[src/rtl/cpu_pipe.sv]
// cpu_pipe: two-stage (fetch / decode-execute-writeback) core, 16-bit instructions, 8 x DWIDTH registers.
// Define CPU_PIPE_EXTIMM_EN to take operand B from the next instruction word when bmode=10, rb=0.
module cpu_pipe #(
    parameter int DWIDTH     = 16,
    parameter int IADDRWIDTH = 16
) (
    input  logic                  clk,
    input  logic                  rst,
    output logic [IADDRWIDTH-1:0] iaddr,
    output logic                  ireq,
    input  logic [15:0]           idata,
    input  logic                  ivalid,
    output logic                  wb_valid,
    output logic [2:0]            wb_addr,
    output logic [DWIDTH-1:0]     wb_data
);
    localparam int SHW = $clog2(DWIDTH);

    typedef struct packed {
        logic [15:0]           ir;
        logic [IADDRWIDTH-1:0] pc;
        logic                  valid;
    } s2_t;

    logic [IADDRWIDTH-1:0] pc;
    s2_t                   s2;
    logic [DWIDTH-1:0]     rf [8];

    logic [3:0] op;
    logic [2:0] ra, rd, rb;
    logic [1:0] bmode;

    assign op    = s2.ir[15:12];
    assign ra    = s2.ir[11:9];
    assign rd    = s2.ir[7:5];
    assign bmode = s2.ir[4:3];
    assign rb    = s2.ir[2:0];

    assign iaddr = pc;
    assign ireq  = !rst;

    logic is_alu, is_br;
    assign is_alu = s2.valid && (op <= 4'hB);
    assign is_br  = s2.valid && (op[3:1] == 3'b110);

    logic              ext_op, stall;
    logic [DWIDTH-1:0] ext_b;
`ifdef CPU_PIPE_EXTIMM_EN
    // The word following an ext-imm op is its B operand; hold S2 until that fetch returns.
    assign ext_op = is_alu && (bmode == 2'b10) && (rb == 3'd0);
    assign stall  = ext_op && !ivalid;
    assign ext_b  = DWIDTH'($signed(idata));
`else
    assign ext_op = 1'b0;
    assign stall  = 1'b0;
    assign ext_b  = '0;
`endif

    logic [DWIDTH-1:0] a, b, res;
    logic signed [DWIDTH-1:0] asr_v;
    logic [SHW-1:0]    shamt;
    logic              b_big;

    assign a = rf[ra];

    always_comb begin
        b = DWIDTH'($signed(s2.ir[3:0]));
        if (bmode == 2'b10)
            b = (rb != 3'd0) ? rf[rb] : ext_b;
    end

    // Out-of-range shift amounts are caught before truncating to SHW bits.
    assign b_big = 72'(b) >= 72'(DWIDTH);
    assign shamt = b[SHW-1:0];
    assign asr_v = $signed(a) >>> shamt;

    always_comb begin
        res = '0;
        case (op)
            4'h0:    res = a + b;
            4'h1:    res = a - b;
            4'h2:    res = a & b;
            4'h3:    res = a | b;
            4'h4:    res = a ^ b;
            4'h5:    res = b_big ? '0 : (a << shamt);
            4'h6:    res = b_big ? '0 : (a >> shamt);
            4'h7:    res = b_big ? {DWIDTH{a[DWIDTH-1]}} : asr_v;
            4'h8:    res = DWIDTH'(a == b);
            4'h9:    res = DWIDTH'(a < b);
            4'hA:    res = DWIDTH'(a <= b);
            4'hB:    res = DWIDTH'($signed(a) < $signed(b));
            default: res = '0;
        endcase
    end

    logic                  retire, taken;
    logic [IADDRWIDTH-1:0] target;

    assign retire = is_alu && (bmode != 2'b11) && !stall;
    assign taken  = is_br && ((a == '0) ^ op[0]);
    assign target = s2.pc + IADDRWIDTH'(1) + IADDRWIDTH'($signed(s2.ir[8:0]));

    always_ff @(posedge clk) begin
        if (rst) begin
            pc       <= '0;
            s2       <= '0;
            wb_valid <= 1'b0;
            wb_addr  <= '0;
            wb_data  <= '0;
            for (int i = 0; i < 8; i++) rf[i] <= '0;
        end else begin
            wb_valid <= retire;
            if (retire) begin
                rf[rd]  <= res;
                wb_addr <= rd;
                wb_data <= res;
            end
            // Redirect beats fetch advance; the word fetched alongside a taken branch is dropped.
            if (taken) begin
                pc       <= target;
                s2.valid <= 1'b0;
            end else if (stall) begin
                pc <= pc;
            end else if (ext_op) begin
                pc       <= pc + IADDRWIDTH'(1);
                s2.valid <= 1'b0;
            end else if (ivalid) begin
                pc <= pc + IADDRWIDTH'(1);
                s2 <= '{ir: idata, pc: pc, valid: 1'b1};
            end else begin
                s2.valid <= 1'b0;
            end
        end
    end
endmodule

[config.mk]
export PLATFORM = sky130hd
export DESIGN_NAME = cpu_pipe
export DESIGN_NICKNAME = d
export VERILOG_FILES = /design/src/rtl/cpu_pipe.sv
export SDC_FILE = /design/constraint.sdc
export NUM_CORES = 1
export LEC_CHECK = 0
export ABC_AREA = 1
export BUFFER_PORTS_ARGS = -buffer_cell sky130_fd_sc_hd__buf_2
export CELL_PAD_IN_SITES_DETAIL_PLACEMENT = 0
export CELL_PAD_IN_SITES_GLOBAL_PLACEMENT = 2
export CORE_MARGIN = 1
export CORE_UTILIZATION = 36
export CTS_CLUSTER_SIZE = 25
export DETAILED_ROUTE_END_ITERATION = 16
export GPL_TIMING_DRIVEN = 0
export HOLD_SLACK_MARGIN = 0.15
export PLACE_DENSITY_LB_ADDON = 0.08
export SYNTH_ARGS = -nofsm -noshare
export SYNTH_HDL_FRONTEND = slang
export SYNTH_SLANG_ARGS = --single-unit
[constraint.sdc]
create_clock -name clk -period 4.7 [get_ports clk]
set_input_delay 0.94 -clock clk [delete_from_list [all_inputs] [get_ports clk]]
set_output_delay 0.94 -clock clk [all_outputs]
set_load 0.03 [all_outputs]
==> results of run 1 <==
[cells in the final DEF, fill, tap and decap left out, types with 8 or more instances in the layout]
| master | instances |
|---|---|
| xnor2_1 | 8 |
| clkbuf_16 | 25 |
| clkbuf_2 | 8 |
| buf_4 | 32 |
| o211ai_1 | 9 |
| xor2_1 | 14 |
| nor2_1 | 286 |
| clkbuf_1 | 28 |
| a21oi_1 | 128 |
| nand2_1 | 593 |
| nand2_2 | 15 |
| inv_2 | 15 |
| buf_6 | 14 |
| edfxtp_1 | 128 |
| o21ai_1 | 24 |
| nand4_1 | 14 |
| nor3_1 | 15 |
| o21a_1 | 13 |
| inv_1 | 258 |
| clkinv_1 | 9 |
| dfxtp_1 | 74 |
| o21ai_0 | 143 |
| buf_2 | 81 |
| nor2_2 | 14 |
| nand3_1 | 239 |
| ha_1 | 62 |
[layer usage]
layer | up-vias | GRT usage | part of all wire
met5 | - | 0 | 0.00028
met4 | 2 | 0.0679 | 0.024
met3 | 105 | 0.0418 | 0.086
met2 | 748 | 0.487 | 0.44
met1 | 7483 | 0.440 | 0.45
li1 | 7545 | - | -
[registers in the layout, indices dropped and copies added, names as in the netlist, named ones only]
| signal | count |
|---|---|
| wb_data | 16 |
| wb_addr | 3 |
| bmode | 2 |
| s2 | 18 |
| iaddr | 16 |
| op | 4 |
| rf | 128 |
| rb | 3 |
| wb_valid | 1 |
| rd | 3 |
| ra | 3 |
[timing repair]
| item | CTS | global route |
|---|---|---|
| setup buffers | 2 | 14 |
| gates resized for setup | 24 | 51 |
| setup endpoints to repair | 91 | 99 |
| gates cloned | 0 | 0 |
| hold endpoints to repair | 0 | 0 |
| pin swaps | 2 | 6 |
[cells by family (layout without fill, tap and decap cells)]
logic type,count (synthesis),count (layout),share of synthesized area
and+or+nand+nor,1213,1213,0.336
DFF,203,203,0.352
adders and majority gates,67,67,0.0567
buffers and inverters,388,498,0.108
xor gates and xnor gates,22,22,0.0127
AOI/OAI and AO/OA,368,368,0.134
[power breakdown]
part           leakage, uW  internal (uW)  switching, uW
registers          0.00194           1980           58.6
logic              0.00583            591           1590
clock network     0.000384           1130            787
[tightest hold or removal path, cell delays in order (launching register included)]
cell and delay, ns:
dfxtp_1 0.29, inv_1 0.07, a211oi_1 0.07
[area by class of cell]
type                       count  area [um2]  share of cell area
timing repair buffer          70         403              0.0234
tap                          532         666              0.0387
clock inverter                18         168             0.00976
buffer                       101         626              0.0364
multi-input combinational   1670        8260               0.481
inverter                     282        1080              0.0630
clock buffer                  27         633              0.0368
sequential                   203        5350               0.311
[how the worst max path moves through the flow]
stage	cells after the start	end	startpoint	slack, ns
finish	16	rf[1][13]	register	0.17
global placement	28	rf[5][10]	register	-0.56
global route	21	rf[1][15]	register	0.03
floorplan	27	rf[2][12]	bmode[0]	1.21
CTS	27	rf[4][10]	register	0.003
detailed placement	28	rf[4][10]	register	-0.57
[stage by stage]
stage | cells | total power, uW | hold WS (ns) | TNS (ns)
finish | 2903 | 6150 | 0.483 | 0
global route | 2903 | 6420 | 0.502 | 0
CTS | 2894 | 6100 | 0.485 | 0
detailed placement | 2847 | 4140 | 0.472 | -21.80
global placement | 2847 | 4140 | 0.469 | -20.95
floorplan | 2261 | 3370 | 0.449 | 0
==> reports/metrics.yaml, run 1 <==
whs_endpoint: "s2[1]"
min_period_ns: 4.53
htreeDepth: 1
avgSynthCellArea_um2: 6.71
die_h_um: 207
path_cells: "buf_6 > clkbuf_2 > o21ai_0 > nand2_1 > nand2_1 > nand2_1 > inv_1 > ha_1 > inv_1 > o221ai_1 > nor2_1 > nand2_1 > nor2_1 > nand3_2 > nand2_1 > inv_1"
grt_max_degree: 17
critical_path.top_delay_family: "simple AND/OR/NAND/NOR gates"
synth_seq_area_share: 0.352
clock_path_buffers: 3
wl_per_cell_um: 23.0
r2r_cells: 16
synth_flop_cell: "edfxtp_1"
crit_type: "reg -> reg"
final-max-slew-violation-count: 0
synth.largest_area_cell: "edfxtp_1"
cts_tree: "yes"
synth_cells: 2261
dpl.hpwl_mm: 51.3
grt_pass1_vias: 14902
synth_edf_count: 128
die_area_mm2: 0.0430
start_kind: "register"
synth_commonest_cells: "nand2_1 (601), nor2_1 (290), inv_1 (263)"
cts-root-buf: "clkbuf_16"
start_util: 0.368
worstHoldPathCells: 2
r2r_slack_ns: 0.17
tightest_slew_ns: 1.22
drv_cap: 0
ios: 56
dpl_cell_area_mm2: 0.0161
cp_max_fo: 10
drive_gt1_frac: 0.109
routed_wirelength_mm: 66.7
gp_congestion: 0.988
period_share: 0.965
drt-pass1-iter-count: 7
power_density_mw_per_mm2: 358
leakage_uw: 0.00816
synth_fp_nets: 2347
setup_ws_ns: 0.165
antenna_cells: 0
synth_top_cells_by_area: "edfxtp_1 (25%), nand2_1 (15%), dfxtp_1 (9.9%)"
post-place-ws_ns: -0.573
crit_path_frequent_cell: "nand2_1"
grt_pass1_wl_mm: 97.9
r2r-end: "rf[1][13]"
synth_area_mm2: 0.0152
cts-hold-fix-buffers: 0
num-fill-cells: 4390
final_core_util: 0.417
hp-start: "s2[1]"
rsz0062_at_grt: "false"
crit_slowest_cell: "nor2_1"
core_area_mm2: 0.0412
critPathRequiredTime_ns: 4.99
fin_area_mm2: 0.0172
finalSetupViolations: 0
vdd_drop_max_uv: 234
ys.warnings.count: 0
drtIter0Drc: 1720
arrival_ns: 4.82
antenna_found_initial: 1
rows: 74
max_freq_mhz: 221
clock_skew_ns: 0.0147
run_status: "completed"
slowest_delay_ns: 0.47
yosysMostFrequentCell: "nand2_1"
cts-buffers-inserted: 25
gr-total-overflow: 0
grt_usage: 0.307
ys_seq_elements: 203
die_w_um: 207
fin_nets: 2439
crit_path_end_kind: "register"
clkTransAtPathRegs_ns: 0.06
area_growth_pct: 13.3
crit_buf_inv: 5
port_buffers: 54
synth_cell_types: 53
min_path_type: "reg -> reg"
hold_violations: 0
viasPerCell: 5.47
drc_errors: 0
dr_total_vias: 15883
cts_sinks: 203
synth.top_cell.area_share: 0.253
drtAntennaViolNets: 0
maxSlewHeadroom: 0.183
clock_latency_ns: 0.54
async_flop_share: 0
Note: power is estimated with default switching activity, not from simulation.
==> run 2: changes to the inputs <==
--- a/config.mk
+++ b/config.mk
@@ -15,7 +15,7 @@
 export DETAILED_ROUTE_END_ITERATION = 16
 export GPL_TIMING_DRIVEN = 0
 export HOLD_SLACK_MARGIN = 0.15
-export PLACE_DENSITY_LB_ADDON = 0.08
+export PLACE_DENSITY_LB_ADDON = 0.1
 export SYNTH_ARGS = -nofsm -noshare
 export SYNTH_HDL_FRONTEND = slang
 export SYNTH_SLANG_ARGS = --single-unit
==> reports/metrics.yaml, run 2 (same netlist as run 1, synthesis figures left out) <==
run_status: "completed"
drv_cap: 0  # unchanged
grt_max_degree: 17  # unchanged
r2r-end: "rf[6][11]"
htreeDepth: 1  # unchanged
start_kind: "register"
grt_usage: 0.305  # -0.00164
drtIter0Drc: 1614  # -6.2%
hp-start: "ra[0]"
maxSlewHeadroom: 0.176  # -0.00719
dp.cells: 2847  # unchanged
critPathRequiredTime_ns: 4.96  # -0.03 ns
p_sw_uw: 2430  # -0.13%
die_w_um: 207  # unchanged
power_density_mw_per_mm2: 364  # +1.7%
crit_path_end_kind: "register"
tightest_slew_ns: 1.23  # +0.0107 ns
antenna_cells: 0  # unchanged
max_freq_mhz: 222  # +0.57%
drt-pass1-iter-count: 5  # -2
layout_common_cells: "nand2_1 (593), nor2_1 (287), inv_1 (260), nand3_1 (238), o21ai_0 (142)"
p_clk_frac: 0.328  # +0.016
grt_pass1_vias: 14655  # -1.7%
routed_wirelength_mm: 66.5  # -0.29%
clock_latency_ns: 0.54  # about the same
grt_pass1_wl_mm: 97.5  # -0.44%
arrival_ns: 4.77  # -0.05 ns
antenna_found_initial: 0  # -1
cts_tree: "yes"
num-fill-cells: 4485  # +2.2%
port_buffers: 54  # unchanged
pwr-share-seq: 0.327  # -0.005
core_area_mm2: 0.0412  # unchanged
dr_total_vias: 15636  # -1.6%
fin_nets: 2433  # -0.25%
finalSetupViolations: 0  # unchanged
period_share: 0.959  # -0.00550
dpl.hpwl_mm: 50.3  # -2.0%
slowest_delay_ns: 0.40  # -0.07 ns
cp_max_fo: 11  # +1
crit_path_frequent_cell: "nor2_1"
gp_congestion: 0.979  # -0.90%
r2r_cells: 28  # +12
leakage_uw: 0.00816  # about the same
fin_hold_ws_ns: 0.481  # -0.00268 ns
start_util: 0.368  # unchanged
drtAntennaViolNets: 0  # unchanged
clock_path_buffers: 3  # unchanged
viasPerCell: 5.40  # -1.4%
ios: 56  # unchanged
r2r_slack_ns: 0.19  # +0.03 ns
cts_sinks: 203  # unchanged
rsz0062_at_grt: "false"
tns_ns: 0  # unchanged
cts-buffers-inserted: 25  # unchanged
clock_skew_ns: 0.0121  # -0.00259 ns
regMostFlops: "rf"
top_regs: "rf: 128 flops, s2: 18 flops"
layoutNonFillerInstCount: 2897  # -0.21%
mostFrequentLayoutCell: "nand2_1"
cts-root-buf: "clkbuf_16"
total_power_uw: 6240  # +1.6%
vdd_drop_max_uv: 259  # +11%
p_int_uw: 3810  # +2.7%
largest_reg_flops: 128  # unchanged
min_path_type: "reg -> reg"
worstHoldPathCells: 2  # unchanged
min_period_ns: 4.51  # -0.0258 ns
crit_type: "reg -> reg"
crit_slowest_cell: "dfxtp_2"
rows: 74  # unchanged
setup_ws_ns: 0.191  # +0.0258 ns
sw_frac_of_total: 0.390  # -0.00663
area_growth_pct: 13.2
wl_per_cell_um: 23.0  # about the same
die_h_um: 207  # unchanged
gr-total-overflow: 0  # unchanged
hold_violations: 0  # unchanged
die_area_mm2: 0.0430  # unchanged
final-max-slew-violation-count: 0  # unchanged
p_comb_frac: 0.345  # -0.010
post-place-ws_ns: -0.358  # +0.215 ns
drc_errors: 0  # unchanged
drive_gt1_frac: 0.105  # -0.00395
clkTransAtPathRegs_ns: 0.06  # about the same
run 2: cell count changes in the layout (fill, tap and decap cells not counted), sizes merged:
cell      before  now
inv          277  279
clkinvlp       6    4
bufinv         3    5
buf          131  127
clkinv        14   11
clkbuf        67   66
run 2: worst max path at each step:
stage                        start   endpoint
after floorplan           bmode[0]  rf[2][12]
after global placement    register  rf[5][10]
after detailed placement  register  rf[5][10]
after CTS                 register  rf[4][13]
after global routing      register  rf[2][15]
final                     register  rf[6][11]
run 2: final cells by class:
class	count	area (um2)	area share
Sequential cell	203	5350	0.312
Tap cell	532	666	0.0388
Timing Repair Buffer	63	350	0.0204
Inverter	282	1070	0.0625
Clock buffer	28	637	0.0371
Multi-Input combinational cell	1670	8270	0.481
Clock inverter	17	210	0.0122
Buffer	102	617	0.0359
run 2: metal layers:
layer | wire, um | GRT usage
met2 | 29200 | 0.479
met4 | 1470 | 0.0741
met5 | 0 | 0
met3 | 4880 | 0.0451
met1 | 31000 | 0.438
run 2: power groups by stage:
| stage | logic [uW] | clock network [uW] | registers [uW] |
|---|---|---|---|
| final | 2150 | 2050 | 2040 |
| after global routing | 2320 | 2140 | 2050 |
| after CTS | 2080 | 2070 | 2040 |
| after detailed placement | 2040 | 0 | 2080 |
| after global placement | 2050 | 0 | 2080 |
| after floorplan | 1270 | 0 | 2100 |
run 2: critical path, delay by kind of cell (launching register included):
kind                       cells  cell delay, ns
buffers and inverters          8            1.18
AOI/OAI and AO/OA              3            0.44
DFF                            1            0.40
adders and majority gates      1            0.40
and+or+nand+nor               16            1.77
run 2: repair_timing:
action	CTS	global route
gates resized for setup	18	48
setup buffers	2	7
pin swaps	1	4
setup endpoints to repair	90	100
hold buffers	0	0
run 2: stage by stage:
stage,util,area (um2)
5_1_grt,0.417,17200
2_1_floorplan,-,15200
4_1_cts,0.413,17000
3_5_place_dp,0.391,16100
3_3_place_gp,0.391,16100
6_report,0.417,17200
==> run 3: changes to the inputs <==
--- a/config.mk
+++ b/config.mk
@@ -6,16 +6,17 @@
 export NUM_CORES = 1
 export LEC_CHECK = 0
 export ABC_AREA = 1
-export BUFFER_PORTS_ARGS = -buffer_cell sky130_fd_sc_hd__buf_2
 export CELL_PAD_IN_SITES_DETAIL_PLACEMENT = 0
 export CELL_PAD_IN_SITES_GLOBAL_PLACEMENT = 2
 export CORE_MARGIN = 1
-export CORE_UTILIZATION = 36
+export CORE_UTILIZATION = 37
 export CTS_CLUSTER_SIZE = 25
 export DETAILED_ROUTE_END_ITERATION = 16
+export DONT_BUFFER_PORTS = 1
 export GPL_TIMING_DRIVEN = 0
 export HOLD_SLACK_MARGIN = 0.15
 export PLACE_DENSITY_LB_ADDON = 0.1
+export REMOVE_ABC_BUFFERS = 1
 export SYNTH_ARGS = -nofsm -noshare
 export SYNTH_HDL_FRONTEND = slang
 export SYNTH_SLANG_ARGS = --single-unit
==> reports/metrics.yaml, run 3 (same netlist as run 1, synthesis figures left out) <==
run_status: "completed"
crit_path_frequent_cell: "nand3_1"
drtIter0Drc: 1317  # -18%
routed_wirelength_mm: 60.2  # -9.5%
final_core_util: 0.418  # +0.00112
rows: 73  # -1.4%
gr-total-overflow: 0  # unchanged
max_freq_mhz: 222  # +0.17%
layout_common_cells: "nand2_1 (595), nor2_1 (289), inv_1 (257), nand3_1 (238), o21ai_0 (145)"
min_path_type: "in -> reg"
cts_sinks: 203  # unchanged
post-place-ws_ns: -2.14  # -1.78 ns
leakage_uw: 0.00775  # -5.0%
crit_type: "reg -> reg"
dpl.hpwl_mm: 41.2  # -18%
setup_ws_ns: 0.199  # +0.00778 ns
cts-buffers-inserted: 25  # unchanged
crit_path_end_kind: "register"
grt_pass1_wl_mm: 88.1  # -9.7%
drc_errors: 0  # unchanged
port_buffers: 0  # -100%
grt_pass1_vias: 14099  # -3.8%
grt_busiest_layer: "met2"
antenna_found_initial: 2  # +2
top_regs: "rf: 128 flops, s2: 18 flops"
hold_violations: 0  # unchanged
area_growth_pct: 10.4
die_h_um: 204  # -1.3%
cp_max_fo: 28  # +17
wl_per_cell_um: 21.8  # -5.0%
drtAntennaViolNets: 0  # unchanged
clock_skew_ns: 0.0151  # +0.00300 ns
maxSlewHeadroom: 0.181  # +0.00541
largest_reg_flops: 128  # unchanged
drv_cap: 0  # unchanged
clock_path_buffers: 3  # unchanged
vdd_drop_max_uv: 257  # -0.85%
clock_latency_ns: 0.57  # +0.03 ns
use_met2: 0.437  # -0.0422
total_power_uw: 6090  # -2.4%
core_area_mm2: 0.0401  # -2.7%
ios: 56  # unchanged
rsz0062_at_grt: "true"
regMostFlops: "rf"
cts-hold-fix-buffers: 0  # unchanged
fin_nets: 2301  # -5.4%
viasPerCell: 5.44  # +0.79%
htreeDepth: 1  # unchanged
path_cells: "clkinvlp_4 > buf_4 > buf_4 > nand3_1 > nand3_2 > nand2_8 > inv_4 > ha_2 > inv_1 > a21oi_2 > nor2_1 > o21ai_0 > nand2_1 > nand3_1 > nand2_1 > o21ai_0 > nand3_1 > nor2_4 > nor2_1"
dr_total_vias: 15014  # -4.0%
critPathRequiredTime_ns: 5.00  # +0.04 ns
die_area_mm2: 0.0418  # -2.7%
grt_usage: 0.284  # -0.0208
start_util: 0.378  # +0.0101
die_w_um: 204  # -1.3%
tightest_slew_ns: 1.22  # -0.00808 ns
fin_hold_ws_ns: 0.435  # -0.0457 ns
drive_gt1_frac: 0.0716  # -0.0332
slowest_delay_ns: 0.55  # +0.15 ns
gr-usage-met1: 0.407  # -0.0303
drt-pass1-iter-count: 6  # +1
mostFrequentLayoutCell: "nand2_1"
start_kind: "register"
final-max-slew-violation-count: 0  # unchanged
cts_tree: "yes"
grt_max_degree: 55  # +38
crit_buf_inv: 5  # -3
power_density_mw_per_mm2: 364  # about the same
critical_path.top_delay_family: "simple AND/OR/NAND/NOR gates"
cts-root-buf: "clkbuf_16"
finalSetupViolations: 0  # unchanged
gp_congestion: 0.918  # -6.2%
period_share: 0.958  # -0.00165
arrival_ns: 4.80  # +0.03 ns
crit_slowest_cell: "dfxtp_4"
min_period_ns: 4.50  # -0.00778 ns
met3_usage: 0.0458  # +0.000733
clkTransAtPathRegs_ns: 0.06  # about the same
[run 3: cell count changes in the layout (fill, tap and decap cells not counted), moves of 5 or more]
cell      change
buf_2        -84
clkbuf_1     -29
buf_6        -13
buf_4         -9
clkbuf_2      -6
clkinv_1      -6
buf_16        +5
clkbuf_8      +5
dfxtp_4       +5
[run 3: layout make-up]
type	count	area, um2
multi-input cells	1672	8320
well taps	525	657
clock inverters	12	109
inverters	282	1110
flip-flops and latches	203	5370
clock buffers	34	753
repair buffers	30	429
fillers	4379	23300
repair inverters	1	7.51
diodes	1	2.50
[run 3: worst register-to-register path, delay by kind of cell, from the launching register on]
kind	cells	cell delay [ns]
buffers and inverters	5	0.79
DFF	1	0.55
AOI/OAI and AO/OA	3	0.81
and+or+nand+nor	10	1.65
adders and majority gates	1	0.45
[run 3: where the power goes]
part,internal [uW],switching [uW]
clock,1180,849
sequential,1980,121
combinational,536,1420
[run 3: timing repair]
action	CTS	global route
endpoints found under the setup margin	199	140
pin swaps	1	4
resized for setup	31	25
buffers inserted	9	15
gates cloned	1	4
[run 3: path summary, 6_finish.rpt]
kind,start,slack [ns],end,cells past startpoint
setup / recovery,register,0.20,rf[6][7],19
hold / removal,rst,0.43,iaddr[1],1
setup reg to reg,register,0.20,rf[6][7],19
hold reg to reg,s2[1],0.48,s2[1],2
[run 3: metrics by stage]
stage,instance area [um2],instances,setup TNS [ns]
global route,16700,2759,-0.761
detailed placement,15300,2683,-294.61
CTS,16500,2739,0
floorplan,14600,2155,-84.52
global placement,15300,2680,-709.96
finish,16800,2760,0
[run 3: routing by layer]
metal,share of wire,vias to the layer above
met3,0.077,91
met5,0.00013,-
met1,0.46,7102
met4,0.033,2
met2,0.43,544
li1,-,7275
